$ cat src/rtl/dmem_arbiter_if.sv
// Requester-side bundle for dmem_arbiter: two req/ack ports plus shared read data and busy.
interface dmem_arbiter_if #(
    parameter int ADDR_W = 12,
    parameter int DATA_W = 32
);
    logic              req0;
    logic              req1;
    logic              we0;
    logic              we1;
    logic [ADDR_W-1:0] addr0;
    logic [ADDR_W-1:0] addr1;
    logic [DATA_W-1:0] wdata0;
    logic [DATA_W-1:0] wdata1;
    logic              ack0;
    logic              ack1;
    logic [DATA_W-1:0] rdata;
    logic              busy;

    modport master (
        output req0, req1, we0, we1, addr0, addr1, wdata0, wdata1,
        input  ack0, ack1, rdata, busy
    );

    modport slave (
        input  req0, req1, we0, we1, addr0, addr1, wdata0, wdata1,
        output ack0, ack1, rdata, busy
    );
endinterface

$ cat src/rtl/dmem_arbiter.sv
// Purpose: shares one single-port sync dmem between two req/ack requesters.
// Latency: write acks at T+1 (2-cycle rate), read acks with rdata at T+3 (4-cycle rate).
// Backpressure: one transaction in flight; a losing requester holds req until granted.
module dmem_arbiter #(
    parameter int ADDR_W     = 12,
    parameter int DATA_W     = 32,
    parameter int FIXED_PRIO = 0
) (
    input  logic              clk,
    input  logic              rst_n,
    dmem_arbiter_if.slave     req_if,
    output logic [ADDR_W-1:0] mem_address,
    output logic [DATA_W-1:0] mem_data,
    output logic              mem_wren,
    input  logic [DATA_W-1:0] mem_q
);

    localparam bit FIXED = (FIXED_PRIO != 0);

    typedef enum logic [1:0] {
        IDLE    = 2'd0,
        ISSUE   = 2'd1,
        CAPTURE = 2'd2,
        RESP    = 2'd3
    } state_t;

    state_t            state, state_nxt;
    logic              win;
    logic              last_gnt;
    logic              we_q;
    logic              ack0_q, ack1_q, busy_q;
    logic [DATA_W-1:0] rdata_q;

    logic              grant;
    logic              pick;
    logic              we_sel;
    logic [ADDR_W-1:0] addr_sel;
    logic [DATA_W-1:0] wdata_sel;
    logic              wren_nxt;
    logic              ack0_nxt, ack1_nxt;

    always_comb begin
        state_nxt = state;
        grant     = 1'b0;
        wren_nxt  = 1'b0;
        ack0_nxt  = 1'b0;
        ack1_nxt  = 1'b0;
        // On a tie the port not granted last wins, unless port 0 has fixed priority.
        if (req_if.req0 && req_if.req1)
            pick = FIXED ? 1'b0 : ~last_gnt;
        else
            pick = req_if.req1;
        we_sel    = pick ? req_if.we1    : req_if.we0;
        addr_sel  = pick ? req_if.addr1  : req_if.addr0;
        wdata_sel = pick ? req_if.wdata1 : req_if.wdata0;

        case (state)
            IDLE: begin
                if (req_if.req0 || req_if.req1) begin
                    grant     = 1'b1;
                    state_nxt = ISSUE;
                    wren_nxt  = we_sel;
                    // Writes complete in ISSUE, so their ack is registered alongside mem_wren.
                    ack0_nxt  = we_sel & ~pick;
                    ack1_nxt  = we_sel &  pick;
                end
            end
            ISSUE:   state_nxt = we_q ? IDLE : CAPTURE;
            CAPTURE: begin
                state_nxt = RESP;
                ack0_nxt  = ~win;
                ack1_nxt  =  win;
            end
            RESP:    state_nxt = IDLE;
            default: state_nxt = IDLE;
        endcase
    end

    always_ff @(posedge clk or negedge rst_n) begin
        if (!rst_n) begin
            state       <= IDLE;
            win         <= 1'b0;
            last_gnt    <= 1'b1;
            we_q        <= 1'b0;
            mem_address <= '0;
            mem_data    <= '0;
            mem_wren    <= 1'b0;
            ack0_q      <= 1'b0;
            ack1_q      <= 1'b0;
            busy_q      <= 1'b0;
            rdata_q     <= '0;
        end else begin
            state    <= state_nxt;
            mem_wren <= wren_nxt;
            ack0_q   <= ack0_nxt;
            ack1_q   <= ack1_nxt;
            busy_q   <= (state_nxt != IDLE);
            if (grant) begin
                win         <= pick;
                last_gnt    <= pick;
                we_q        <= we_sel;
                mem_address <= addr_sel;
                mem_data    <= wdata_sel;
            end
            if (state == CAPTURE)
                rdata_q <= mem_q;
        end
    end

    assign req_if.ack0  = ack0_q;
    assign req_if.ack1  = ack1_q;
    assign req_if.busy  = busy_q;
    assign req_if.rdata = rdata_q;

endmodule

$ cat src/flat_wrapper.sv
// flat-port wrapper written by rule: the top's interface ports become plain ports
module dmem_arbiter_flat 
#(
    parameter int ADDR_W     = 12,
    parameter int DATA_W     = 32,
    parameter int FIXED_PRIO = 0
)
  (clk, rst_n, mem_address, mem_data, mem_wren, mem_q, req_if_req0, req_if_req1, req_if_we0, req_if_we1, req_if_addr0, req_if_addr1, req_if_wdata0, req_if_wdata1, req_if_ack0, req_if_ack1, req_if_rdata, req_if_busy);
  dmem_arbiter_if #(.ADDR_W(ADDR_W), .DATA_W(DATA_W)) req_if_i ();
  input  logic clk;
  input  logic rst_n;
  output logic [ADDR_W-1:0] mem_address;
  output logic [DATA_W-1:0] mem_data;
  output logic mem_wren;
  input  logic [DATA_W-1:0] mem_q;
  input wire logic [$bits(req_if_i.req0)-1:0] req_if_req0;
  input wire logic [$bits(req_if_i.req1)-1:0] req_if_req1;
  input wire logic [$bits(req_if_i.we0)-1:0] req_if_we0;
  input wire logic [$bits(req_if_i.we1)-1:0] req_if_we1;
  input wire logic [$bits(req_if_i.addr0)-1:0] req_if_addr0;
  input wire logic [$bits(req_if_i.addr1)-1:0] req_if_addr1;
  input wire logic [$bits(req_if_i.wdata0)-1:0] req_if_wdata0;
  input wire logic [$bits(req_if_i.wdata1)-1:0] req_if_wdata1;
  output wire logic [$bits(req_if_i.ack0)-1:0] req_if_ack0;
  output wire logic [$bits(req_if_i.ack1)-1:0] req_if_ack1;
  output wire logic [$bits(req_if_i.rdata)-1:0] req_if_rdata;
  output wire logic [$bits(req_if_i.busy)-1:0] req_if_busy;
  assign req_if_i.req0 = req_if_req0;
  assign req_if_i.req1 = req_if_req1;
  assign req_if_i.we0 = req_if_we0;
  assign req_if_i.we1 = req_if_we1;
  assign req_if_i.addr0 = req_if_addr0;
  assign req_if_i.addr1 = req_if_addr1;
  assign req_if_i.wdata0 = req_if_wdata0;
  assign req_if_i.wdata1 = req_if_wdata1;
  assign req_if_ack0 = req_if_i.ack0;
  assign req_if_ack1 = req_if_i.ack1;
  assign req_if_rdata = req_if_i.rdata;
  assign req_if_busy = req_if_i.busy;
  dmem_arbiter #(.ADDR_W(ADDR_W), .DATA_W(DATA_W), .FIXED_PRIO(FIXED_PRIO)) u_core (.clk(clk), .rst_n(rst_n), .req_if(req_if_i), .mem_address(mem_address), .mem_data(mem_data), .mem_wren(mem_wren), .mem_q(mem_q));
endmodule
$ cat config.mk
export PLATFORM = sky130hd
export DESIGN_NAME = dmem_arbiter_flat
export DESIGN_NICKNAME = d
export VERILOG_FILES = /design/src/rtl/dmem_arbiter_if.sv /design/src/rtl/dmem_arbiter.sv /design/src/flat_wrapper.sv
export SDC_FILE = /design/constraint.sdc
export NUM_CORES = 1
export LEC_CHECK = 0
export CAP_MARGIN = 10
export CELL_PAD_IN_SITES_DETAIL_PLACEMENT = 1
export CELL_PAD_IN_SITES_GLOBAL_PLACEMENT = 1
export CORE_MARGIN = 10
export CORE_UTILIZATION = 28
export DETAILED_ROUTE_END_ITERATION = 6
export GPL_TIMING_DRIVEN = 0
export PLACE_DENSITY = 0.84
export SLEW_MARGIN = 25
export SYNTH_ARGS = -nofsm -noshare
export SYNTH_HDL_FRONTEND = slang
export SYNTH_SLANG_ARGS = --single-unit
$ cat constraint.sdc
create_clock -name clk -period 1.84 [get_ports clk]
set_clock_uncertainty 0.2 [all_clocks]
set_input_delay 0.184 -clock clk [delete_from_list [all_inputs] [get_ports clk]]
set_output_delay 0.184 -clock clk [all_outputs]
set_load 0.005 [all_outputs]
==> impl_results.md, run 1 <==
- Status: finished clean
- Mapped Area: 3620 um2
- RR Startpoint: u_core.state[1]
- Flops & latches, synth: 85
- Die footprint: 17,900 um2
- Total GRT Usage: 0.156
- Clock Sinks: 85
- Final wirelength: 14.2 mm
- Tightest Hold Check Type: in2async
- CP peak stage delay: 0.46 ns
- First-pass GRT wire length: 22.2 mm
- DR iter-0 viols: 92
- Sw frac: 0.321
- Synthesized area per cell: 10.4 um2
- Req. time, crit path: 1.86 ns
- Power per standard cell area: 1600 nW/um2
- Pleak: 2.58 nW
- Largest net degree at the start of global routing: 71
- IO buf count: 205
- Post-CTS setup buffer count: 0
- Syn Nets: 473
- Most frequent cells in the layout: clkdlybuf4s50_1, nand2_1, dfrtp_1, a21oi_1, a31oi_1
- NetSw: 0.00321 W
- Cells after synthesis: 347
- Final setup viols: 0
- Crit path buf inv count: 2
- Hold_ws: 0.0434 ns
- Pint: 0.00680 W
- Maximum clock path buffer count: 2
- VDD IR max: 0.532 mV
- CP delay by family, top: flip-flops
- Std cell rows: 41
- CP endpoint kind: register
- CTS tree: done
- H-tree Lvls: 3
- Max-slew headroom: 0.682
- Layout cell share with drive strength beyond 1: 0.147
- Startpoint types: register
- Maxcap violations: 0
- Detailed Place HPWL: 11.3 mm
- Critical path arrival: 1.77 ns
- CTS clock-pin slew for the worst setup and hold paths: 0.07 ns
- Top Layer Used: met4
- DRC Markers: 0
- Core Footprint: 12,700 um2
- Total congestion overflow: 0
- Area Overhead vs Synth: 72.9%
- Hold Vio Cnt, Final: 0
- TritonCTS Buffers: 9
- Gpl congestion: 0.787
- Vias per inst: 4.70
- Final period util: 0.954
- Die Span Y: 134 um
- Cell variety after synth: 23
- Setup tns final: 0 ns
- Register area share after synthesis: 0.587
- Sequential Power Share: 0.339
- YS warnings: 0
- CTS root buf: clkbuf_16
- I/O pin total: 206
- Clock latency on the worst-skew pair: 0.34 ns
- Initial antenna violation count: 0
- Worst Max-Slew Pin Slew: 0.474 ns
- Die X: 134 um
- Post-synth top area share: 0.580
- FF+latch area: 2130 um2
- Clock share of power: 0.196
- Pre-Repair DR Iteration Count: 4
- Final Max Tran Viols: 0
- Setup CP Type: reg2reg
- Minimum clock period: 1.75 ns
- Final-layout fill cell count: 1,422
- Vias: 3,486
- Nets@finish: 691
- M1 WL: 5.92 mm
- Antenna cells: 0
- Met2 routed WL: 6.87 mm
- Fmax: 0.570 GHz
- Synth top area cells: dfrtp_1, mux2_2, nand2_1, a31oi_1, a21oi_1
- Initial Utilization: 0.286
- Multi-input gate area: 1350 um2
- Critical path startpoint: u_core.state[1]
- Crit path max-delay cell type: dfrtp_1
- Logic pwr share: 0.465
- Most common cell after layout, fill and taps aside: clkdlybuf4s50_1
- Worst-path cell chain: nor2b_1 -> buf_2 -> buf_2 -> mux2_2
- ANT nets after route: 0
- Most frequent CP cell: buf_2
- Area leader, netlist: dfrtp_1
- Routed WL per cell: 19.1 um
- DR WL met3: 1.10 mm
- Critical path fanouts, max: 10
- Vias in the first global route: 4,010
[path summary, 6_finish.rpt]
kind	end	slack [ns]	cells after the start
max	u_core.req_if.rdata[6]	0.09	4
max reg2reg	u_core.req_if.rdata[6]	0.09	4
max in group asynchronous	u_core.last_gnt	0.77	3
min reg2reg	u_core.req_if.rdata[16]	0.31	1
min in group clk	u_core.mem_address[4]	0.20	3
min	u_core.mem_data[4]	0.04	2
[cells by family (layout without fill, tap and decap cells)]
kind of cell | count (synthesis) | after routing | synth area share
flops | 85 | 85 | 0.587
buf+inv | 30 | 253 | 0.0438
compound gates | 96 | 96 | 0.153
mux | 32 | 32 | 0.0994
simple gates | 104 | 104 | 0.117
[routing by layer]
layer	GRT usage	vias up
met5	0	-
met4	0.0629	0
met3	0.0575	18
met2	0.259	144
met1	0.177	1678
li1	-	1646
[cells in the mapped netlist]
| library cell | instances |
|---|---|
| nor2b_1 | 2 |
| a31oi_1 | 44 |
| nand2_1 | 93 |
| o21ai_0 | 2 |
| nand3b_1 | 1 |
| dfstp_2 | 1 |
| a21oi_1 | 46 |
| nor3b_1 | 1 |
| mux2_2 | 32 |
| buf_6 | 3 |
| and2_4 | 1 |
| nor2_1 | 1 |
| nand4b_1 | 1 |
| inv_1 | 2 |
| a22o_1 | 1 |
| or2_0 | 1 |
| a21boi_2 | 1 |
| or2_2 | 3 |
| buf_2 | 19 |
| dfrtp_1 | 84 |
| clkbuf_1 | 6 |
| a21bo_2 | 1 |
| o221ai_1 | 1 |
[repair_timing]
item                                    in CTS  in global routing
resized for setup                            3                  7
hold buffers                                 1                  0
pin swaps                                    0                  0
endpoints found under the setup margin      26                 35
endpoints found under the hold margin       84                  0
[cell type report]
cell class              count  area share
clock buffers               9      0.0359
flip-flops and latches     85       0.340
clock inverters             7      0.0156
multi-input cells         232       0.215
inverters                   2     0.00120
plain buffers              28      0.0253
well taps                 172      0.0343
repair buffers            207       0.334
[flip-flops by register name (all words and copies together) (netlist names)]
signal,flops
u_core.last_gnt,1
u_core.mem_address,12
u_core.mem_data,32
u_core.mem_wren,1
u_core.req_if.ack0,1
u_core.req_if.ack1,1
u_core.req_if.busy,1
u_core.req_if.rdata,32
u_core.state,2
u_core.we_q,1
u_core.win,1
[power groups by stage]
stage / Combinational [W] / Clock, W / Sequential, W
final: 0.00465 / 0.00197 / 0.00339
after detailed placement: 0.00474 / 0 / 0.00341
after global routing: 0.00511 / 0.00213 / 0.00350
after CTS: 0.00478 / 0.00203 / 0.00339
after floorplan: 0.00183 / 0 / 0.00341
after global placement: 0.00457 / 0 / 0.00332
[per-stage QoR]
stage,std cells,setup WS (ns),util,power (W),cell area [um2]
2_1_floorplan,347,0.276,-,0.00524,3620
3_3_place_gp,724,-2.73,0.465,0.00789,5890
3_5_place_dp,725,-0.393,0.467,0.00816,5920
4_1_cts,742,0.0276,0.494,0.0102,6260
5_1_grt,742,-0.00137,0.495,0.0107,6270
6_report,742,0.0852,0.495,0.0100,6270
No activity file was read; power rests on OpenSTA's default activity.
==> run 2: changes to the inputs <==
Settings changed: SLEW_MARGIN 25 to 10, TNS_END_PERCENT from default to 30.
==> run 2 against run 1 <==
Wire length about the same; core utilization is 0.32 points lower; combinational power is essentially flat; worst setup slack got worse by 0.0061 ns; critical endpoint is now u_core.req_if.rdata[21]; via count up 0.23%; final area decreased by 0.64%; fmax is 0.35% lower; final cell count unchanged; highest routed layer unchanged; non-clock buffer count stayed put; critical path type unchanged; sequential share of layout area increased by 0.22 points; clock power shrank 10%; power is 1.9% lower.
==> impl_results.md, run 2 (same netlist as run 1, synthesis figures left out) <==
- Tightest Hold Check Type: in2reg
- Max-slew headroom: 0.553
- Power per standard cell area: 1580 nW/um2
- CTS tree: done
- Gpl congestion: 0.787
- Layout cell share with drive strength beyond 1: 0.147
- Pleak: 2.56 nW
- Maxcap violations: 0
- Hold Vio Cnt, Final: 0
- Setup CP Type: reg2reg
- Routed WL per cell: 19.1 um
- Area Overhead vs Synth: 71.8%
- Core Footprint: 12,700 um2
- DR iter-0 viols: 151
- Critical path fanouts, max: 10
- CTS clock-pin slew for the worst setup and hold paths: 0.07 ns
- TritonCTS Buffers: 9
- ANT nets after route: 0
- Largest net degree at the start of global routing: 49
- Die X: 134 um
- Detailed Place HPWL: 11.4 mm
- Pre-Repair DR Iteration Count: 4
- Worst Max-Slew Pin Slew: 0.671 ns
- Most common cell after layout, fill and taps aside: clkdlybuf4s50_1
- IO buf count: 205
- Antenna cells: 0
- H-tree Lvls: 3
- I/O pin total: 206
- Initial antenna violation count: 0
- Status: finished clean
- Most frequent cells in the layout: clkdlybuf4s50_1, nand2_1, dfrtp_1, a21oi_1, a31oi_1
- First-pass GRT wire length: 22.2 mm
- Nets@finish: 691
- DRC Markers: 0
- Total GRT Usage: 0.154
- Final wirelength: 14.2 mm
- Final setup viols: 0
- Die Span Y: 134 um
- Fmax: 0.568 GHz
- Setup tns final: 0 ns
- Vias: 3,494
- CTS root buf: clkbuf_16
- Initial Utilization: 0.286
- Clock Sinks: 85
- Vias in the first global route: 4,006
- Final Max Tran Viols: 0
- Total congestion overflow: 0
- VDD IR max: 0.560 mV
- Startpoint types: register
- Die footprint: 17,900 um2
- CP endpoint kind: register
- Minimum clock period: 1.76 ns
- Hold_ws: 0.207 ns
- Req. time, crit path: 1.86 ns
- Clock latency on the worst-skew pair: 0.33 ns
- Pwr Total: 0.00981 W
- Vias per inst: 4.71
- Final period util: 0.957
- Maximum clock path buffer count: 2
- Critical path arrival: 1.78 ns
- Std cell rows: 41
## run 2: repair_timing
item                                    4_1_cts  5_1_grt
pin swaps                                     0        0
resized for setup                             3        8
gates cloned                                  0        0
endpoints found under the hold margin        46        0
buffers inserted                              0        0
hold buffers                                  1        0
endpoints found under the setup margin       27       39
## run 2: worst max-delay path: stages, from the launching register on
cell,delay (ns)
dfrtp_1,0.46
nor2b_1,0.15
buf_2,0.18
buf_2,0.27
mux2_2,0.38
## run 2: worst paths after layout
| kind | end | cells past startpoint | slack, ns | startpoint |
|---|---|---|---|---|
| worst max-delay path | u_core.req_if.rdata[21] | 4 | 0.08 | u_core.state[1] |
| max in group asynchronous | u_core.mem_data[10] | 3 | 0.56 | rst_n |
| worst min register to register | u_core.req_if.rdata[26] | 1 | 0.31 | u_core.req_if.rdata[26] |
| min in group asynchronous | u_core.req_if.rdata[4] | 2 | 0.23 | rst_n |
| worst max register to register | u_core.req_if.rdata[21] | 4 | 0.08 | u_core.state[1] |
| worst min-delay path | u_core.mem_address[4] | 3 | 0.21 | req_if_addr1[4] |
## run 2: area by class of cell
| type | instances | area (um2) |
|---|---|---|
| flip-flops and latches | 85 | 2130 |
| inverters | 2 | 7.51 |
| well taps | 172 | 215 |
| repair buffers | 207 | 2080 |
| fillers | 1432 | 6440 |
| multi-input cells | 232 | 1350 |
| clock inverters | 6 | 52.6 |
| clock buffers | 10 | 239 |
| plain buffers | 28 | 161 |
## run 2: stage by stage
step	worst slack, ns	util	instances	cell area [um2]
floorplan	0.276	-	347	3620
global placement	-2.73	0.465	724	5890
detailed placement	-0.401	0.466	725	5910
CTS	0.0322	0.491	742	6220
global route	-0.000266	0.492	742	6230
finish	0.0791	0.492	742	6230
## run 2: report_power, final
part / leakage (nW) / total (W) / switching [W] / internal (W)
Combinational: 1.44 / 0.00467 / 0.00190 / 0.00276
Clock: 0.144 / 0.00177 / 0.000792 / 0.000974
Sequential: 0.978 / 0.00338 / 0.000542 / 0.00284
## run 2: metal layers
metal  wire, um  global-route usage
met1       5920               0.177
met4        265              0.0496
met2       6830               0.258
met5          0                   0
met3       1160              0.0605
